<file path="src/rtl/tick_timer_pkg.sv">
// Shared definitions for the tick timer arbiter: FSM state encodings and default tick period.
// Latency: none (constants only).
// Backpressure: not applicable.
package tick_timer_pkg;

  // FSM state encodings
  localparam logic [1:0] ST_IDLE = 2'd0;
  localparam logic [1:0] ST_RUN  = 2'd1;
  localparam logic [1:0] ST_DONE = 2'd2;

  // clk cycles per tick in the production build
  localparam int CLOCK_CYCLE_DEFAULT = 50000000;

endpackage

</file>
<file path="src/rtl/tick_prescaler.sv">
// Clock-cycle divider producing a one-cycle tick every CLOCK_CYCLE enabled cycles.
// Latency: tick on the CLOCK_CYCLE-th enabled cycle after a clear.
// Backpressure: none; en simply freezes the count, clr forces it to zero.
module tick_prescaler #(
  parameter int CLOCK_CYCLE = 4
) (
  input  logic clk,
  input  logic rst,
  input  logic clr,
  input  logic en,
  output logic tick
);

  localparam int CNT_W = $clog2(CLOCK_CYCLE);
  localparam logic [CNT_W-1:0] CNT_MAX = CNT_W'(CLOCK_CYCLE - 1);

  logic [CNT_W-1:0] count;

  assign tick = en && (count == CNT_MAX);

  // count 0..CLOCK_CYCLE-1 while enabled; clear has priority over counting
  always_ff @(posedge clk) begin
    if (rst || clr) begin
      count <= '0;
    end else if (en) begin
      count <= (count == CNT_MAX) ? '0 : count + 1'b1;
    end
  end

endmodule

</file>
<file path="src/rtl/tick_timer_arbiter.sv">
// One shared tick prescaler, granted round-robin to N_REQ requesters; counts dur ticks then pulses done.
// Latency: grant 1 cycle after req is seen in IDLE; done dur*CLOCK_CYCLE cycles after grant; grant drops next.
// Backpressure: req is a held level; owner is never revoked. TIMER_ABORT_EN adds abort/aborted.
module tick_timer_arbiter
  import tick_timer_pkg::*;
#(
  parameter int N_REQ       = 4,
  parameter int DUR_W       = 8,
  parameter int CLOCK_CYCLE = CLOCK_CYCLE_DEFAULT
) (
  input  logic                   clk,
  input  logic                   rst,
  input  logic [N_REQ-1:0]       req,
  input  logic [N_REQ*DUR_W-1:0] dur,
  output logic [N_REQ-1:0]       grant,
  output logic [N_REQ-1:0]       done,
  output logic                   busy,
  output logic                   tick_o
`ifdef TIMER_ABORT_EN
  ,
  input  logic                   abort,
  output logic                   aborted
`endif
);

  localparam int PTR_W = $clog2(N_REQ);

  logic [1:0]       state;
  logic [PTR_W-1:0] owner;
  logic [PTR_W-1:0] rr_ptr;
  logic [DUR_W-1:0] remaining;
  logic [PTR_W-1:0] pick;
  logic [DUR_W-1:0] pick_dur;
  logic             tick;
  logic             abort_i;

  // First set request at or after the pointer, wrapping; only meaningful when |r.
  function automatic logic [PTR_W-1:0] rr_pick(input logic [N_REQ-1:0] r,
                                               input logic [PTR_W-1:0] p);
    logic [PTR_W-1:0] sel;
    logic             found;
    int               idx;
    sel   = '0;
    found = 1'b0;
    for (int k = 0; k < N_REQ; k++) begin
      idx = (int'(p) + k) % N_REQ;
      if (!found && r[idx]) begin
        sel   = PTR_W'(idx);
        found = 1'b1;
      end
    end
    return sel;
  endfunction

`ifdef TIMER_ABORT_EN
  assign abort_i = abort;
`else
  assign abort_i = 1'b0;
`endif

  // round-robin selection and the candidate's duration, used only in IDLE
  always_comb begin
    pick     = rr_pick(req, rr_ptr);
    pick_dur = dur[int'(pick)*DUR_W +: DUR_W];
  end

  assign busy   = (state != ST_IDLE);
  assign done   = (state == ST_DONE) ? grant : '0;
  assign tick_o = tick;

  // prescaler runs only while timing; it is held at zero otherwise so each grant starts fresh
  tick_prescaler #(
    .CLOCK_CYCLE (CLOCK_CYCLE)
  ) u_prescaler (
    .clk  (clk),
    .rst  (rst),
    .clr  (state != ST_RUN),
    .en   (state == ST_RUN),
    .tick (tick)
  );

  // arbitration and countdown FSM
  always_ff @(posedge clk) begin
    if (rst) begin
      state     <= ST_IDLE;
      grant     <= '0;
      owner     <= '0;
      rr_ptr    <= '0;
      remaining <= '0;
    end else begin
      case (state)
        ST_IDLE: begin
          if (|req) begin
            grant     <= {{(N_REQ-1){1'b0}}, 1'b1} << pick;
            owner     <= pick;
            remaining <= pick_dur;
            state     <= (pick_dur == '0) ? ST_DONE : ST_RUN;
          end
        end
        ST_RUN: begin
          if (abort_i) begin
            state <= ST_DONE;
          end else if (tick) begin
            // remaining is >= 1 here, so the decrement cannot wrap
            remaining <= remaining - 1'b1;
            if (remaining == DUR_W'(1)) begin
              state <= ST_DONE;
            end
          end
        end
        ST_DONE: begin
          state  <= ST_IDLE;
          grant  <= '0;
          // last owner drops to lowest priority
          rr_ptr <= (owner == PTR_W'(N_REQ - 1)) ? '0 : owner + 1'b1;
        end
        default: begin
          state <= ST_IDLE;
          grant <= '0;
        end
      endcase
    end
  end

`ifdef TIMER_ABORT_EN
  // flags a done that was cut short; set on entry to DONE via abort, cleared on leaving DONE
  always_ff @(posedge clk) begin
    if (rst) begin
      aborted <= 1'b0;
    end else if (state == ST_RUN && abort_i) begin
      aborted <= 1'b1;
    end else if (state == ST_DONE) begin
      aborted <= 1'b0;
    end
  end
`endif

endmodule

</file>
<file path="config.mk">
export PLATFORM = sky130hd
export DESIGN_NAME = tick_timer_arbiter
export DESIGN_NICKNAME = d
export VERILOG_FILES = /design/src/rtl/tick_timer_pkg.sv /design/src/rtl/tick_prescaler.sv /design/src/rtl/tick_timer_arbiter.sv
export SDC_FILE = /design/constraint.sdc
export NUM_CORES = 1
export LEC_CHECK = 0
export BUFFER_PORTS_ARGS = -buffer_cell sky130_fd_sc_hd__buf_4
export CORE_MARGIN = 2
export CORE_UTILIZATION = 59
export CTS_CLUSTER_DIAMETER = 30
export DETAILED_ROUTE_END_ITERATION = 6
export MAX_ROUTING_LAYER = met4
export PLACE_DENSITY = 0.9
export SYNTH_ARGS = -nofsm -noshare
export SYNTH_HDL_FRONTEND = slang
export SYNTH_SLANG_ARGS = --single-unit
</file>
<file path="constraint.sdc">
create_clock -name clk -period 5.9 [get_ports clk]
set_clock_uncertainty 0.05 [all_clocks]
set_input_delay 1.77 -clock clk [delete_from_list [all_inputs] [get_ports clk]]
set_output_delay 1.77 -clock clk [all_outputs]
set_load 0.005 [all_outputs]
</file>
==> results.ini <==
[die]
ioPinCount = 48
num_rows = 23
die-area_mm2 = 0.00477
die_x_um = 69.1
core-area_mm2 = 0.00403
initial_core_util_pct = 62.0
die_y_um = 69.1

[synthesis]
synth_edf_count = 0
avgSynthCellArea_um2 = 8.01
synthCells = 312
syn_area_mm2 = 0.00250
yosysWarnings = 0
synth-seq-area-share_pct = 35.3
synth-main-ff-cell = dfxtp_1
synthArstFlopShare_pct = 0
synthesis.nets = 354
ys_ff_latch = 44
ys_types = 40

[clock_network]
postCtsHoldBufs = 0
cts_tree = built
path_clk_slew_ns = 0.08
cts-buffers-inserted = 5
htree_levels = 2
cts_setup_buffers = 0
cts.sinks = 44
cts_max_path_buffers = 2
post_cts_resized = 0
root_buffer = clkbuf_8
clk_latency_ns = 0.30

[placed_design]
dpl_cell_area_mm2 = 0.00283
port_buffers = 47
gp_congestion = 0.891
dp_hpwl_mm = 4.37

[timing]
tns_ns = 0
relSlewSlack_pct = 27.7
period_share_pct = 71.1
rsz0062_at_grt = no
tightest_slew_ns = 1.08
hold_viol = 0
drv_slew = 0
max_freq_mhz = 238
fin_crit_ns = 4.20
finalSetupViolCount = 0

[pwr]
pwr-share-seq_pct = 40.3
combPwrFrac_pct = 38.3
pwr-share-clk_pct = 21.4
ir_drop_uv = 226
p_switching_w = 0.000370
swShare_pct = 39.2
p_per_area_mw_per_mm2 = 322
p_int_w = 0.000573
power.leakage_nw = 1.08

[routing]
dr.pass1.iters = 5
wirelength_mm = 6.02
drc_errors = 0
viasPerCell = 6.14
wire_per_inst_um = 15.0
ant_nets = 0
drt_iter0_drc = 129
via_count = 2462

[global_route]
overflow = 0
antenna_found_initial = 0
grt_pass1_vias = 2243
grt_pass1_wl_mm = 10.2
grtUsageTotal_pct = 26.4
grt_start_max_net_pins = 26

[run_status]
outcome = completed

[hold_path]
min_from = u_prescaler.count[0]$_SDFFE_PP0P_
hold_depth = 1
hold_class = reg2reg

[critical_path]
critPathSlowestCell = or3_1
end_kind = register
crit_required_ns = 6.04
cpPeakStageDelay_ns = 0.71
crit_arrival_ns = 4.34
criticalPathCategory = in2reg
critPathLaunchType = input port
worst_r2r_path_depth = 7
critPathLaunch = req[2]
cp_max_fo = 18
r2r_start = rr_ptr[1]$_SDFFE_PP0N_
crit_chain = buf_4 -> mux2i_1 -> nor2_1 -> or3_1 -> a211oi_1 -> o22ai_1 -> or4_4 -> a32o_1

[finish]
area_delta_synth_final_pct = 17.2
drive_gt1_share_pct = 17.1
finish.instance_area_mm2 = 0.00293
diodes = 0
fin_nets = 392

[flow_run]
cap_violations = 0

state kept, by name (all words and copies together), names as in the netlist:
name / flops
grant: 4
remaining: 8
owner: 2
state: 2
rr_ptr: 2
u_prescaler.count: 26
worst paths after layout:
kind / to / slack, ns
setup reg to reg: state[0]$_SDFFE_PP0P_ / 2.74
hold reg to reg: u_prescaler.count[0]$_SDFFE_PP0P_ / 0.44
hold / removal: u_prescaler.count[0]$_SDFFE_PP0P_ / 0.44
setup / recovery: state[0]$_SDFFE_PP0P_ / 1.70
per-layer routing:
layer,track usage (%),vias to the layer above,share of wire (%)
met1,34.2,1178,46
met2,42.9,71,48
met5,-,-,0
li1,-,1207,-
met3,5.85,6,5.1
met4,4.58,0,0.91
power by group through the flow:
stage / logic, W / registers [W] / clock network (W)
3_3_place_gp: 0.000346 / 0.000382 / 0
3_5_place_dp: 0.000353 / 0.000384 / 0
6_report: 0.000361 / 0.000380 / 0.000201
4_1_cts: 0.000355 / 0.000378 / 0.000201
5_1_grt: 0.000403 / 0.000385 / 0.000214
2_1_floorplan: 0.000271 / 0.000373 / 0
cell usage in the layout (no fill, tap or decap), types with 7 or more instances in the layout:
master and n:
o21ai_0 10, nor2_1 55, nand4_1 7, buf_4 47
nor3_1 7, xor2_1 16, inv_1 8, dfxtp_1 44
nand3_1 11, a211oi_1 14, nand2_1 20, a21oi_1 15
nor4b_1 16
cell families after synthesis:
kind of cell | after synthesis | share of synthesized area (%)
AOI/OAI and AO/OA | 64 | 17.2
xor gates and xnor gates | 22 | 7.71
adders and majority gates | 4 | 2.00
buffers and inverters | 24 | 4.56
DFF | 44 | 35.3
muxes | 4 | 1.60
and+or+nand+nor | 150 | 31.7
critical path, delay by kind of cell:
family,cells,cell delay [ns]
AO/OA/AOI/OAI,3,0.81
buffers and inverters,1,0.12
multiplexers,1,0.13
AND/OR/NAND/NOR,3,1.50
layout make-up:
class / instances / area, µm²
multi-input combinational: 244 / 1500
fill: 312 / 1100
clock inverter: 2 / 15.0
tap: 50 / 62.6
inverter: 8 / 30.0
timing repair buffer: 47 / 353
clock buffer: 6 / 82.6
sequential: 44 / 881
synth_stat cells (2+ instances only):
master,number,area (µm²)
buf_6,3,33.8
o21ai_0,10,50.1
dfxtp_1,44,881
a211oi_1,14,105
and4_1,3,26.3
o31ai_1,4,30.0
ha_1,4,50.1
or3_1,6,37.5
a22oi_1,2,15.0
xnor2_1,6,52.6
and2_1,6,37.5
xor2_1,16,140
nor4b_1,16,140
mux2i_1,4,40.0
and3_1,3,18.8
nor3_1,7,35.0
inv_1,8,30.0
nand2b_1,4,25.0
nand4_1,7,43.8
nor2_1,55,206
o22ai_1,5,31.3
a32oi_1,4,35.0
a211oi_2,2,25.0
a21oi_1,15,75.1
nand2_1,20,75.1
nand3_1,11,55.1
nor2b_1,2,12.5
clkbuf_1,12,45.0
nor4_1,4,25.0
a31oi_1,2,12.5
nand4b_1,2,17.5
o21a_1,3,22.5
through the flow:
stage,hold WS [ns],setup WS (ns),power (W),cells,utilization [%]
2_1_floorplan,0.380,1.92,0.000645,312,-
3_3_place_gp,0.401,1.55,0.000728,393,70.2
3_5_place_dp,0.413,1.41,0.000738,393,70.2
4_1_cts,0.441,1.73,0.000934,401,72.7
5_1_grt,0.461,1.53,0.00100,401,72.7
6_report,0.440,1.70,0.000942,401,72.7
(Power assumes the default switching activity.)
